## src/rtl/mole_field.sv

```systemverilog
// Whack-a-mole game core: pops one mole at a time at pseudo-random holes,
// scores beam hits while firing, and counts down the game clock in BCD.
module mole_field #(
  parameter int SEC_CYCLES = 100_000_000,
  parameter int GAP_CYCLES = 25_000_000,
  parameter int UP_CYCLES  = 75_000_000,
  parameter int GAME_SECS  = 30
) (
  input  logic        clk,
  input  logic        rst,
  input  logic        start,
  input  logic        shooting,
  input  logic [3:0]  hit_sensor,
  output logic [3:0]  mole,
  output logic        hit,
  output logic        miss,
  output logic [15:0] score_bcd,
  output logic [7:0]  time_bcd,
  output logic        game_over
);

  localparam logic [1:0] ST_IDLE = 2'd0;
  localparam logic [1:0] ST_GAP  = 2'd1;
  localparam logic [1:0] ST_UP   = 2'd2;
  localparam logic [1:0] ST_OVER = 2'd3;

  localparam int SW = (SEC_CYCLES > 1) ? $clog2(SEC_CYCLES) : 1;
  localparam int GW = (GAP_CYCLES > 1) ? $clog2(GAP_CYCLES) : 1;
  localparam int UW = (UP_CYCLES  > 1) ? $clog2(UP_CYCLES)  : 1;

  localparam logic [3:0]  SEC_TENS  = 4'(GAME_SECS / 10);
  localparam logic [3:0]  SEC_ONES  = 4'(GAME_SECS % 10);
  localparam logic [7:0]  TIME_INIT = {SEC_TENS, SEC_ONES};
  localparam logic [15:0] LFSR_SEED = 16'hACE1;

  logic [1:0]    state;
  logic [SW-1:0] sec_cnt;
  logic [GW-1:0] gap_cnt;
  logic [UW-1:0] up_cnt;
  logic [15:0]   lfsr;
  logic [1:0]    prev;

  logic          lfsr_fb, in_play, gap_done, up_done, sec_tick, final_tick, hit_now;
  logic [1:0]    idx_next;
  logic [7:0]    time_next;

  // Per-digit BCD increment, saturating at 9999.
  function automatic logic [15:0] bcd_inc(input logic [15:0] v);
    logic [15:0] r;
    logic        c;
    r = v;
    c = 1'b1;
    if (v != 16'h9999) begin
      for (int i = 0; i < 4; i++) begin
        if (c) begin
          if (r[i*4 +: 4] == 4'd9) r[i*4 +: 4] = 4'd0;
          else begin
            r[i*4 +: 4] = r[i*4 +: 4] + 4'd1;
            c = 1'b0;
          end
        end
      end
    end
    return r;
  endfunction

  always_comb begin
    lfsr_fb    = lfsr[15] ^ lfsr[13] ^ lfsr[12] ^ lfsr[10];
    in_play    = (state == ST_GAP) || (state == ST_UP);
    gap_done   = (state == ST_GAP) && (gap_cnt == GW'(GAP_CYCLES - 1));
    up_done    = (state == ST_UP)  && (up_cnt  == UW'(UP_CYCLES - 1));
    sec_tick   = in_play && (sec_cnt == SW'(SEC_CYCLES - 1));
    hit_now    = (state == ST_UP) && shooting && hit_sensor[prev];
    // never repeat the previous hole
    idx_next   = (lfsr[1:0] == prev) ? prev + 2'd1 : lfsr[1:0];
    time_next  = (time_bcd[3:0] == 4'd0) ? {time_bcd[7:4] - 4'd1, 4'd9}
                                         : {time_bcd[7:4], time_bcd[3:0] - 4'd1};
    final_tick = sec_tick && (time_next == 8'h00);
  end

  always_ff @(posedge clk) begin
    if (rst) begin
      state     <= ST_IDLE;
      sec_cnt   <= '0;
      gap_cnt   <= '0;
      up_cnt    <= '0;
      lfsr      <= LFSR_SEED;
      prev      <= 2'd0;
      mole      <= 4'd0;
      hit       <= 1'b0;
      miss      <= 1'b0;
      score_bcd <= 16'h0000;
      time_bcd  <= TIME_INIT;
      game_over <= 1'b0;
    end else begin
      lfsr <= {lfsr[14:0], lfsr_fb};
      hit  <= 1'b0;
      miss <= 1'b0;
      case (state)
        ST_IDLE, ST_OVER: begin
          if (start) begin
            state     <= ST_GAP;
            score_bcd <= 16'h0000;
            time_bcd  <= TIME_INIT;
            sec_cnt   <= '0;
            gap_cnt   <= '0;
            up_cnt    <= '0;
            mole      <= 4'd0;
            game_over <= 1'b0;
          end
        end
        ST_GAP: begin
          gap_cnt <= gap_done ? '0 : gap_cnt + GW'(1);
          if (gap_done) begin
            state  <= ST_UP;
            mole   <= 4'b0001 << idx_next;
            prev   <= idx_next;
            up_cnt <= '0;
          end
        end
        default: begin
          up_cnt <= up_cnt + UW'(1);
          if (hit_now) begin
            state     <= ST_GAP;
            mole      <= 4'd0;
            hit       <= 1'b1;
            score_bcd <= bcd_inc(score_bcd);
            gap_cnt   <= '0;
          end else if (up_done) begin
            state   <= ST_GAP;
            mole    <= 4'd0;
            miss    <= 1'b1;
            gap_cnt <= '0;
          end
        end
      endcase
      // game clock; its expiry overrides whatever the play states chose
      if (in_play) begin
        sec_cnt <= sec_tick ? '0 : sec_cnt + SW'(1);
        if (sec_tick) time_bcd <= time_next;
        if (final_tick) begin
          state     <= ST_OVER;
          mole      <= 4'd0;
          game_over <= 1'b1;
        end
      end
    end
  end

endmodule

```

## config.mk

```make
export PLATFORM = sky130hd
export DESIGN_NAME = mole_field
export DESIGN_NICKNAME = d
export VERILOG_FILES = /design/src/rtl/mole_field.sv
export SDC_FILE = /design/constraint.sdc
export NUM_CORES = 1
export LEC_CHECK = 0
export BUFFER_PORTS_ARGS = -buffer_cell sky130_fd_sc_hd__clkbuf_2
export CAP_MARGIN = 20
export CORE_MARGIN = 4
export CORE_UTILIZATION = 61
export DETAILED_ROUTE_END_ITERATION = 8
export PLACE_DENSITY = 0.76
export REMOVE_ABC_BUFFERS = 1
export SKIP_LAST_GASP = 1
export SYNTH_ARGS = -nofsm -noshare
export SYNTH_HDL_FRONTEND = slang
export SYNTH_SLANG_ARGS = --single-unit
```

## constraint.sdc

```tcl
create_clock -name clk -period 2.4 [get_ports clk]
set_input_delay 0.24 -clock clk [delete_from_list [all_inputs] [get_ports clk]]
set_output_delay 0.24 -clock clk [all_outputs]
set_load 0.05 [all_outputs]
```

# Word level (Yosys, flattened, before mapping)
# Index checks and enable logic that the tools add are counted.
totals:
  ff_bits: 130
  output_inout_bits: 31
  elab_cells: 142
classes:
  add_sub_neg: 10
  order_cmp: 1
  eq_ne: 14
  n_shift: 1
  n_mux: 67
  bitwise_logic: 4
  reduce_logical: 30
ops:
  columns: ["operator", "count"]
  rows:
  - ["2-to-1 mux 27 bit", 5]
  - ["2-to-1 mux 25 bit", 4]
  - ["adder 27 x 1 -> 27 bit, second input constant", 2]
  - ["== test 27 bit, second input constant", 2]
  - ["one-hot mux 27 bit (2 select lines)", 1]
  - ["2-to-1 mux 4 bit", 13]
  - ["one-hot mux 25 bit (2 select lines)", 1]
  - ["2-to-1 mux 16 bit", 3]
  - ["2-to-1 mux 8 bit", 5]
  - ["one-hot mux 16 bit (2 select lines)", 1]
  - ["adder 25 x 1 -> 25 bit, second input constant", 1]
  - ["== test 25 bit, second input constant", 1]
  - ["2-to-1 mux 1 bit", 24]
  - ["adder 4 x 1 -> 4 bit, second input constant", 4]
  - ["== test 4 bit, second input constant", 4]
  - ["inequality test 16 bit, second input constant", 1]
  - ["AND reduction 5 bit", 3]
  - ["2-to-1 mux 2 bit", 7]
  - ["nonzero test 2 bit", 7]
  - ["zero test 8 bit", 1]
  - ["one-hot mux 4 bit (2 select lines)", 1]
  - ["AND reduction 2 bit", 4]
  - ["subtractor 4 x 1 -> 4 bit, second input constant", 2]
  - ["logical AND 1 bit", 6]
  - ["other kinds (20)", 24]

# Longest topological paths before layout
# Gate-level depths: netlist of run 1.
depth:
  word_depth: 20
  ltp_mapped: 9
  mapped_depth_nobuf: 7

# Least setup slack after synthesis of run 1
# OpenSTA, ideal clock, no wires.
synth_timing:
  kind: "reg2reg"
  startpoint: "register score_bcd[9]"
  endpoint: "register score_bcd[9]"
  setup_ps: 121
  arrival_time_ps: 2160
  t_required_ps: 2279
  setup_slack_ps: 119
  stages_incl_launch_ff: 8
  path_buffers: 0
  period_less_slack_ps: 2281
  path_cell_list: "dfxtp_1 > inv_1 > ha_1 > and3b_1 > a211oi_1 > nand3_1 > a21oi_1 > mux2_2"
synth_via:
  elab_chain_len: 6
  elab_cells_between_ends: 10
synth_lines:
  columns: ["item", "line", "source"]
  rows:
  - ["from (decl)", "17", "output logic [15:0] score_bcd,"]
  - ["from (signal assigned)", "127", "score_bcd <= bcd_inc(score_bcd);"]
  - ["adder 4 x 1 -> 4 bit or == test 4 bit (tied branches)", "58, 56", null]
  - ["2-to-1 mux 4 bit", "56", "if (r[i*4 +: 4] == 4'd9) r[i*4 +: 4] = 4'd0;"]
  - ["2-to-1 mux 4 bit", "55", "if (c) begin"]
  - ["2-to-1 mux 16 bit", "53", "if (v != 16'h9999) begin"]
  - ["2-to-1 mux 16 bit", "123", "if (hit_now) begin"]
  - ["one-hot mux 16 bit (2 select lines)", "99", "case (state)"]
# Parallel ways exist; a longest one is shown, timed or not. The select of a mux whose other input is x is not followed.
# A chain may end at the register's enable or synchronous reset.

# Worst setup path after layout of run 1
layout_timing:
  startpoint: "register gap_cnt[9]"
  endpoint: "register up_cnt[17]"
layout_via:
  elab_chain_len: 4
layout_lines:
  columns: ["item", "line", "source"]
  rows:
  - ["from (decl)", "38", "logic [GW-1:0] gap_cnt;"]
  - ["from (signal assigned)", "113", "gap_cnt <= gap_done ? '0 : gap_cnt + GW'(1);"]
  - ["== test 25 bit", "70", "gap_done = (state == ST_GAP) && (gap_cnt == GW'(GAP_CYCLES - 1));"]
  - ["logical AND 1 bit", "70", null]
  - ["inequality test 2 bit (no source line)", null, null]
  - ["AND reduction 2 bit (no source line)", null, null]
  - ["to (signal assigned)", "122", "up_cnt <= up_cnt + UW'(1);"]
  - ["to (decl)", "39", "logic [UW-1:0] up_cnt;"]
# No other way between the ends.

==> flow_metrics.env, run 1 <==
export IMPL_vias=6665
export IMPL_fin_skew_ns=0.006578
export IMPL_setup_ws_ns=0.07760
export IMPL_fin_util_pct=73.81
export IMPL_cts_hold_buf=0
export IMPL_ys_flop_type="dfxtp_1"
export IMPL_route_detailed_drc=0
export IMPL_fin_crit_sh_pct=96.77
export IMPL_yosys_warnings=0
export IMPL_setup_viol=0
export IMPL_power_density_nw_per_um2=692.8
export IMPL_max_freq_mhz=430.6
export IMPL_top_usage_layer="met2"
export IMPL_io_pin_count=39
export IMPL_cp_cell_sequence="or4_4 > nor4_2 > a31oi_2 > buf_12 > or4_1 > a21oi_1"
export IMPL_grtUsageTotal_pct=27.48
export IMPL_io_buffer_count=38
export IMPL_drt_iter0_markers=619
export IMPL_clkPwrFrac_pct=53.0
export IMPL_dp_slack_ns=0.01625
export IMPL_gp_congestion=0.9100
export IMPL_pwr_share_seq_pct=39.9
export IMPL_synth_area_sq_um=6738
export IMPL_antenna_found_initial=0
export IMPL_wl_microns=17400
export IMPL_cts_max_level=4
export IMPL_drive_gt1_share_pct=16.19
export IMPL_use_met1_pct=34.51
export IMPL_ir_drop_mv=0.7288
export IMPL_leakage_nw=2.781
export IMPL_pwr_share_comb_pct=7.1
export IMPL_insertion_delay_ns=0.53
export IMPL_crit_family="simple AND/OR/NAND/NOR gates"
export IMPL_grt_max_degree=38
export IMPL_synth_distinct_cells=68
export IMPL_grt_use_met3_pct=6.310
export IMPL_drt_first_pass_iters=5
export IMPL_wl_per_cell_microns=17.00
export IMPL_clock_sinks=130
export IMPL_synth_yosys_seq_area_share_pct=38.63
export IMPL_initial_core_util_pct=62.15
export IMPL_finalPower_mw=5.544
export IMPL_die_w_microns=113.1
export IMPL_finalHoldViolCount=0
export IMPL_synth_seq_cells=130
export IMPL_required_ns=2.86
export IMPL_cp_start_kind="flip-flop"
export IMPL_synth_area_per_cell_sq_um=8.237
export IMPL_place_area_sq_um=7252
export IMPL_antenna_cells=0
export IMPL_vias_per_cell=6.515
export IMPL_grt_pass1_wl_microns=29260
export IMPL_ys_top_cells_by_area="dfxtp_1 39%, a21oi_1 5.9%, o31ai_1 4.5%, or4_1 4.1%, nand3_1 3.9%"
export IMPL_cp_data_arrival_time_ns=2.79
export IMPL_coreArea_sq_um=10840
export IMPL_grt_pass1_vias=6214
export IMPL_worstSetupPathType="reg -> reg"
export IMPL_critPathMaxFanout=37
export IMPL_cts_buffers=17
export IMPL_sw_frac_of_total_pct=22.83
export IMPL_tightest_slew_ns=0.8631
export IMPL_dp_hpwl_microns=12020
export IMPL_synth_top_area_share_pct=38.63
export IMPL_cts_tree="done"
export IMPL_root_buffer="clkbuf_8"
export IMPL_fin_nets=894
export IMPL_yosys_area_top_type="dfxtp_1"
export IMPL_switchingPower_mw=1.265
export IMPL_overflow=0
export IMPL_clk_pin_slew_ns=0.06
export IMPL_slew_violations=0
export IMPL_async_flop_share_pct=0
export IMPL_p_int_mw=4.278
export IMPL_clk_path_buf_depth=2
export IMPL_drv_cap=0
export IMPL_grt_setup_unrepaired="no"
export IMPL_synth_edf_count=0
export IMPL_rows=38
export IMPL_die_h_microns=113.1
export IMPL_yosysMostFrequentCell="dfxtp_1"
export IMPL_min_period_ns=2.322
export IMPL_relSlewSlack_pct=40.97
export IMPL_synth_cells=818
export IMPL_ant_nets=0
export IMPL_dieArea_sq_um=12790
export IMPL_hp_class="in -> reg"
export IMPL_area_growth_synth_to_final_pct=18.76
export IMPL_netlist_top_cells_count="130 x dfxtp_1, 80 x a21oi_1, 61 x nand2_1"
export IMPL_run_status="completed"
export IMPL_fin_area_sq_um=8001
export IMPL_crit_path_end_kind="flip-flop"
export IMPL_hold_slack_ns=0.04057
export IMPL_grt_use_met2_pct=46.09
export IMPL_critPathBufInv=1
export IMPL_slowest_stage="or4_4"
export IMPL_critical_path_max_stage_delay_ns=0.55
logic make-up after synthesis:
family | after synthesis | synth area share [%]
flip-flops | 130 | 38.63
adder cells (fa/ha/maj) | 16 | 2.971
AND/OR/NAND/NOR | 353 | 30.32
AO/OA/AOI/OAI | 228 | 21.41
XOR/XNOR | 7 | 0.9100
multiplexers | 9 | 1.374
buffers and inverters | 75 | 4.382
final cells by class:
cell class / instances / area, sq um
Tap cell: 140 / 175.2
Multi-Input combinational cell: 613 / 3897
Clock buffer: 19 / 441.7
Clock inverter: 13 / 230.2
Fill cell: 807 / 2839
Sequential cell: 130 / 2604
Timing Repair Buffer: 77 / 536.8
Inverter: 31 / 116.4
timing repair:
| action | in CTS | in global routing |
|---|---|---|
| buffers inserted | 0 | 2 |
| resized for setup | 1 | 13 |
| endpoints found under the setup margin | 2 | 46 |
| pin swaps | 0 | 1 |
final timing paths:
kind	from	end	depth (start not counted)	slack [ns]
worst min register to register	lfsr[4]$_SDFF_PP0_	lfsr[5]$_SDFF_PP1_	1	0.41
worst max-delay path	gap_cnt[9]$_SDFFE_PP0P_	up_cnt[17]$_SDFFE_PP0P_	6	0.08
worst max register to register	gap_cnt[9]$_SDFFE_PP0P_	up_cnt[17]$_SDFFE_PP0P_	6	0.08
worst min-delay path	rst	sec_cnt[8]$_SDFFE_PP0P_	2	0.04
metrics by stage:
stage,TNS [ns],cells
final,0,1023
after global routing,0,1023
after CTS,0,1021
after detailed placement,0,989
after global placement,0,989
after floorplan,-36.63,774
routing by layer:
layer	up-vias	wire length, microns
li1	3240	-
met1	3174	7418
met2	215	8600
met3	36	1052
met4	0	323
met5	-	0
power groups by stage:
stage	Sequential [mW]	Combinational, mW	Clock (mW)
after floorplan	2.26	0.216	0
after global placement	2.26	0.366	0
after detailed placement	2.26	0.379	0
after CTS	2.21	0.383	2.96
after global routing	2.22	0.437	3.06
final	2.21	0.396	2.94
state kept, by name (all words and copies together) (netlist names):
| signal | cells |
|---|---|
| sec_cnt | 27 |
| up_cnt | 27 |
| gap_cnt | 25 |
| lfsr | 16 |
| score_bcd | 16 |
| time_bcd | 8 |
| mole | 4 |
| prev | 2 |
| state | 2 |
| game_over | 1 |
| hit | 1 |
| miss | 1 |
placed cells by master (no fill, tap or decap), types with 4 or more instances in the layout:
cell	instances
a21o_1	5
a21oi_1	79
a22o_1	4
a31oi_1	11
and2_1	5
and3_1	11
and3b_1	6
and4_1	11
buf_12	4
buf_4	34
bufinv_16	6
clkbuf_16	16
clkbuf_2	38
dfxtp_1	129
ha_1	15
inv_1	30
mux2i_1	7
nand2_1	60
nand3_1	53
nand3b_1	9
nand4_1	30
nor2_1	33
nor2b_1	9
nor3_1	14
nor3b_1	4
nor4_1	10
o211ai_1	4
o21ai_0	44
o22ai_1	4
o31ai_1	40
o41ai_1	4
or2_2	11
or3_1	30
or4_1	37
xor2_1	5
Note: power is estimated with default switching activity, not from simulation.
==> run 2: changes to the inputs <==
Settings changed: MAX_ROUTING_LAYER from default to met4, SLEW_MARGIN from default to 20.
==> run 2 against run 1 <==
  * Setup slack got worse by 0.00094 ns
  * Register-to-register slack about the same
  * Clock power about the same
  * Wire length increased by 0.16%
  * Sequential power about the same
  * Power about the same
  * Fmax about the same
  * Critical endpoint unchanged
  * Largest power group unchanged
  * Highest routed layer unchanged
==> flow_metrics.env, run 2 (synthesis results as in run 1) <==
export IMPL_pwr_share_comb_pct=7.1
export IMPL_leakage_nw=2.781
export IMPL_holdPathEnd="sec_cnt[8]$_SDFFE_PP0P_"
export IMPL_min_from="rst"
export IMPL_root_buffer="clkbuf_8"
export IMPL_fin_util_pct=73.81
export IMPL_clk_path_buf_depth=2
export IMPL_drt_first_pass_iters=5
export IMPL_io_buffer_count=38
export IMPL_cts_hold_buf=0
export IMPL_nFillCells=807
export IMPL_overflow=0
export IMPL_fin_skew_ns=0.006336
export IMPL_drt_iter0_markers=689
export IMPL_tns_ns=0
export IMPL_reg_largest_list="sec_cnt (27), up_cnt (27), gap_cnt (25)"
export IMPL_gp_congestion=0.9257
export IMPL_io_pin_count=39
export IMPL_layout_commonest_cell="dfxtp_1"
export IMPL_required_ns=2.86
export IMPL_switchingPower_mw=1.269
export IMPL_setup_ws_ns=0.07666
export IMPL_dp_hpwl_microns=12020
export IMPL_wl_per_cell_microns=17.03
export IMPL_max_freq_mhz=430.4
export IMPL_grtUsageTotal_pct=28.31
export IMPL_fin_nets=894
export IMPL_antenna_cells=0
export IMPL_critPathBufInv=1
export IMPL_power_density_nw_per_um2=693.2
export IMPL_drv_cap=0
export IMPL_wl_microns=17420
export IMPL_min_period_ns=2.323
export IMPL_setup_viol=0
export IMPL_tightest_slew_ns=0.8503
export IMPL_whs_path_depth=2
export IMPL_dp_slack_ns=0.01625
export IMPL_grt_pass1_wl_microns=29240
export IMPL_grt_setup_unrepaired="no"
export IMPL_pwr_share_seq_pct=39.9
export IMPL_sw_frac_of_total_pct=22.87
export IMPL_coreArea_sq_um=10840
export IMPL_p_int_mw=4.278
export IMPL_ir_drop_mv=0.7297
export IMPL_rr_endpoint="up_cnt[17]$_SDFFE_PP0P_"
export IMPL_cts_max_level=4
export IMPL_cp_depth=6
export IMPL_run_status="completed"
export IMPL_vias=6688
export IMPL_crit_family="simple AND/OR/NAND/NOR gates"
export IMPL_worstSetupPathType="reg -> reg"
export IMPL_ff2ff_path_depth=6
export IMPL_route_detailed_drc=0
export IMPL_rows=38
export IMPL_r2r_slack_ns=0.08
export IMPL_die_w_microns=113.1
export IMPL_cts_tree="done"
export IMPL_hp_class="in -> reg"
export IMPL_cp_data_arrival_time_ns=2.78
export IMPL_relSlewSlack_pct=41.84
export IMPL_die_h_microns=113.1
export IMPL_finalHoldViolCount=0
export IMPL_area_growth_synth_to_final_pct=18.76
export IMPL_critPathMaxFanout=37
export IMPL_fin_crit_sh_pct=96.81
export IMPL_ant_nets=0
export IMPL_slew_violations=0
export IMPL_critical_path_max_stage_delay_ns=0.55
export IMPL_final_cell_mix="129 x dfxtp_1, 79 x a21oi_1, 60 x nand2_1"
export IMPL_hold_slack_ns=0.04358
export IMPL_clk_pin_slew_ns=0.06
export IMPL_clock_sinks=130
export IMPL_cp_cell_sequence="or4_4 > nor4_2 > a31oi_2 > buf_12 > or4_1 > a21oi_1"
export IMPL_crit_path_end_kind="flip-flop"
export IMPL_cp_start_kind="flip-flop"
export IMPL_grt_max_degree=38
export IMPL_slowest_stage="or4_4"
export IMPL_initial_core_util_pct=62.15
export IMPL_grt_pass1_vias=6212
export IMPL_cts_buffers=17
export IMPL_dieArea_sq_um=12790
export IMPL_clkPwrFrac_pct=53.0
export IMPL_drive_gt1_share_pct=16.19
export IMPL_antenna_found_initial=0
export IMPL_insertion_delay_ns=0.53
export IMPL_r2r_start="gap_cnt[9]$_SDFFE_PP0P_"
export IMPL_vias_per_cell=6.538
==> run 2: how the worst max path moves through the flow <==
stage,from,end,slack (ns)
after floorplan,state[0]$_SDFF_PP0_,up_cnt[10]$_SDFFE_PP0P_,-0.96
after detailed placement,state[0]$_SDFF_PP0_,score_bcd[1]$_SDFFE_PP0P_,0.02
after CTS,state[0]$_SDFF_PP0_,up_cnt[17]$_SDFFE_PP0P_,0.03
after global placement,gap_cnt[9]$_SDFFE_PP0P_,up_cnt[22]$_SDFFE_PP0P_,0.11
after global routing,gap_cnt[2]$_SDFFE_PP0P_,up_cnt[17]$_SDFFE_PP0P_,0.006
final,gap_cnt[9]$_SDFFE_PP0P_,up_cnt[17]$_SDFFE_PP0P_,0.08
==> run 2: worst reg2reg max path: cells and delay by family, from the launching register on <==
| family | cells | cell delay [ns] |
|---|---|---|
| flops | 1 | 0.34 |
| simple gates | 3 | 1.38 |
| compound gates | 2 | 0.34 |
| buf+inv | 1 | 0.20 |
==> run 2: power by group through the flow <==
stage | Clock [mW] | Sequential [mW] | Combinational (mW)
after floorplan | 0 | 2.26 | 0.216
after global placement | 0 | 2.26 | 0.366
after detailed placement | 0 | 2.26 | 0.379
after CTS | 2.96 | 2.21 | 0.383
after global routing | 3.07 | 2.22 | 0.437
final | 2.94 | 2.21 | 0.396
==> run 2: repair_timing <==
action / in CTS / in global routing
setup endpoints to repair: 2 / 46
gates cloned: 0 / 0
setup buffers: 0 / 2
resized for setup: 1 / 13
pin swaps: 0 / 1
==> run 2: area by class of cell <==
cell class / instances / area (sq um) / share of cell area [%]
multi-input cells: 613 / 3897 / 48.71
flip-flops and latches: 130 / 2604 / 32.54
well taps: 140 / 175.2 / 2.189
inverters: 31 / 116.4 / 1.454
repair buffers: 77 / 536.8 / 6.708
clock inverters: 13 / 230.2 / 2.877
clock buffers: 19 / 441.7 / 5.520
==> run 2: per-stage QoR <==
step	instances	cell area, sq um	total power [mW]
floorplan	774	6559	2.476
global placement	989	7252	2.623
detailed placement	989	7252	2.636
CTS	1021	7926	5.556
global route	1023	8001	5.718
finish	1023	8001	5.547
==> run 2: per-layer routing <==
layer / wire (microns) / track usage (%) / vias to the layer above
li1: - / - / 3238
met1: 7463 / 34.44 / 3193
met2: 8599 / 46.05 / 227
met3: 1046 / 6.524 / 30
met4: 314 / 10.34 / 0
met5: 0 / - / -
==> run 3: changes to the inputs <==
Settings changed: CORE_ASPECT_RATIO from default to 1.2, GPL_TIMING_DRIVEN from default to 0.
==> run 3 against run 2 <==
  * First-iteration DRC count down 34%
  * Die area about the same
  * Non-clock buffer count down 19
  * Critical path type unchanged
  * Count of clock-buffer cells in the layout up 1
  * Clock power down 4%
  * Sequential power about the same
  * Critical endpoint is now up_cnt[23]$_SDFFE_PP0P_
  * Combinational power up 7.8%
  * Fmax down 2.3%
  * Power down 1.8%
  * Flip-flop and latch count unchanged
==> flow_metrics.env, run 3 (synthesis results as in run 1) <==
export IMPL_run_status="completed"
export IMPL_crit_path_end_kind="flip-flop"
export IMPL_root_buffer="clkbuf_16"
export IMPL_final_cell_mix="121 x dfxtp_1, 79 x a21oi_1, 59 x nand2_1"
export IMPL_crit_family="simple AND/OR/NAND/NOR gates"
export IMPL_antenna_found_initial=0
export IMPL_grt_pass1_vias=6313
export IMPL_wl_microns=18380
export IMPL_clk_pin_slew_ns=0.05
export IMPL_p_int_mw=4.151
export IMPL_coreArea_sq_um=10670
export IMPL_critPathBufInv=1
export IMPL_multiInputGateArea_sq_um=4083
export IMPL_cp_start_kind="flip-flop"
export IMPL_grt_pass1_wl_microns=29520
export IMPL_cp_data_arrival_time_ns=2.72
export IMPL_switchingPower_mw=1.297
export IMPL_die_h_microns=123.1
export IMPL_drv_cap=0
export IMPL_reg_largest_list="sec_cnt (27), up_cnt (27), gap_cnt (25)"
export IMPL_cts_tree="done"
export IMPL_clk_path_buf_depth=2
export IMPL_antenna_cells=0
export IMPL_seqCellArea_sq_um=2616
export IMPL_max_freq_mhz=420.7
export IMPL_drt_first_pass_iters=7
export IMPL_finalHoldViolCount=0
export IMPL_fin_nets=877
export IMPL_rows=41
export IMPL_gp_congestion=0.9110
export IMPL_layout_commonest_cell="dfxtp_1"
export IMPL_fin_skew_ns=0.007350
export IMPL_cts_hold_buf=0
export IMPL_hp_class="in -> reg"
export IMPL_sw_frac_of_total_pct=23.81
export IMPL_startpoint="gap_cnt[8]$_SDFFE_PP0P_"
export IMPL_ir_drop_mv=0.3657
export IMPL_slew_violations=0
export IMPL_vias=6742
export IMPL_clkPwrFrac_pct=51.5
export IMPL_io_buffer_count=38
export IMPL_hold_slack_ns=0.2448
export IMPL_drive_gt1_share_pct=17.32
export IMPL_setup_viol=0
export IMPL_dp_hpwl_microns=11510
export IMPL_grt_max_degree=38
export IMPL_die_w_microns=103.9
export IMPL_pwr_share_comb_pct=7.8
export IMPL_fin_area_sq_um=8008
export IMPL_pwr_share_seq_pct=40.6
export IMPL_clock_sinks=130
export IMPL_fin_crit_sh_pct=99.04
export IMPL_relSlewSlack_pct=45.83
export IMPL_ant_nets=0
export IMPL_grt_setup_unrepaired="yes"
export IMPL_critPathMaxFanout=6
export IMPL_vias_per_cell=6.776
export IMPL_route_detailed_drc=0
export IMPL_overflow=0
export IMPL_r2r_start="gap_cnt[8]$_SDFFE_PP0P_"
export IMPL_place_area_sq_um=7018
export IMPL_cts_max_level=4
export IMPL_dieArea_sq_um=12800
export IMPL_grtUsageTotal_pct=28.65
export IMPL_area_growth_synth_to_final_pct=18.85
export IMPL_nFillCells=803
export IMPL_wl_per_cell_microns=18.47
export IMPL_drt_iter0_markers=452
export IMPL_min_period_ns=2.377
export IMPL_insertion_delay_ns=0.43
export IMPL_cts_buffers=17
export IMPL_slowest_stage="or4_4"
export IMPL_cp_cell_sequence="or4_4 > nor4_4 > a31oi_4 > clkbuf_16 > or4_1 > a21oi_1"
export IMPL_min_from="start"
export IMPL_leakage_nw=2.719
export IMPL_initial_core_util_pct=63.14
export IMPL_io_pin_count=39
export IMPL_required_ns=2.75
export IMPL_power_density_nw_per_um2=680.4
export IMPL_critical_path_max_stage_delay_ns=0.58
export IMPL_tightest_slew_ns=0.8125
export IMPL_worstSetupPathType="reg -> reg"
==> run 3: timing repair <==
action                     in CTS  in global routing
setup endpoints to repair     102                 80
gates resized for setup        21                 26
setup buffers                   5                  8
pin swaps                       5                  8
gates cloned                    2                  3
==> run 3: final cells by class <==
cell class,count,share of cell area (%)
Multi-Input combinational cell,615,50.98
Clock inverter,12,2.234
Inverter,31,1.469
Tap cell,129,2.016
Timing Repair Buffer,58,4.797
Clock buffer,20,5.828
Sequential cell,130,32.67
==> run 3: power groups by stage <==
stage	Combinational, mW	Sequential, mW	Clock [mW]
2_1_floorplan	0.216	2.26	0
4_1_cts	0.392	2.21	2.82
5_1_grt	0.462	2.22	2.92
3_3_place_gp	0.311	2.26	0
3_5_place_dp	0.361	2.26	0
6_report	0.427	2.21	2.81
==> run 3: final timing paths <==
path / endpoint / slack, ns / depth (start not counted)
worst min-delay path: sec_cnt[0]$_SDFFE_PP0P_ / 0.24 / 4
worst min register to register: lfsr[15]$_SDFF_PP1_ / 0.41 / 1
worst max register to register: up_cnt[23]$_SDFFE_PP0P_ / 0.02 / 6
worst max-delay path: up_cnt[23]$_SDFFE_PP0P_ / 0.02 / 6
==> run 3: per-stage QoR <==
step / std cells / worst slack, ns / util [%] / setup TNS [ns] / total power, mW
5_1_grt: 995 / -0.05125 / 75.05 / -0.2048 / 5.602
6_report: 995 / 0.02304 / 75.05 / 0 / 5.449
4_1_cts: 984 / -0.002738 / 73.42 / -0.002738 / 5.421
2_1_floorplan: 774 / -0.9594 / - / -36.63 / 2.476
3_3_place_gp: 941 / -2.359 / 64.76 / -121.41 / 2.569
3_5_place_dp: 945 / -0.7033 / 65.77 / -41.68 / 2.621
==> run 3: per-layer routing <==
metal / vias to the layer above / global-route usage [%] / wire, microns
met5: - / - / 0
met4: 0 / 11.80 / 427
met3: 43 / 5.431 / 1090
met2: 258 / 48.82 / 9238
met1: 3235 / 33.63 / 7626
li1: 3206 / - / -
==> run 3: worst reg2reg max path: stages (launching register included) <==
cell and delay (ns):
dfxtp_2 0.35, or4_4 0.58, nor4_4 0.28, a31oi_4 0.21, clkbuf_16 0.22, or4_1 0.51
a21oi_1 0.16
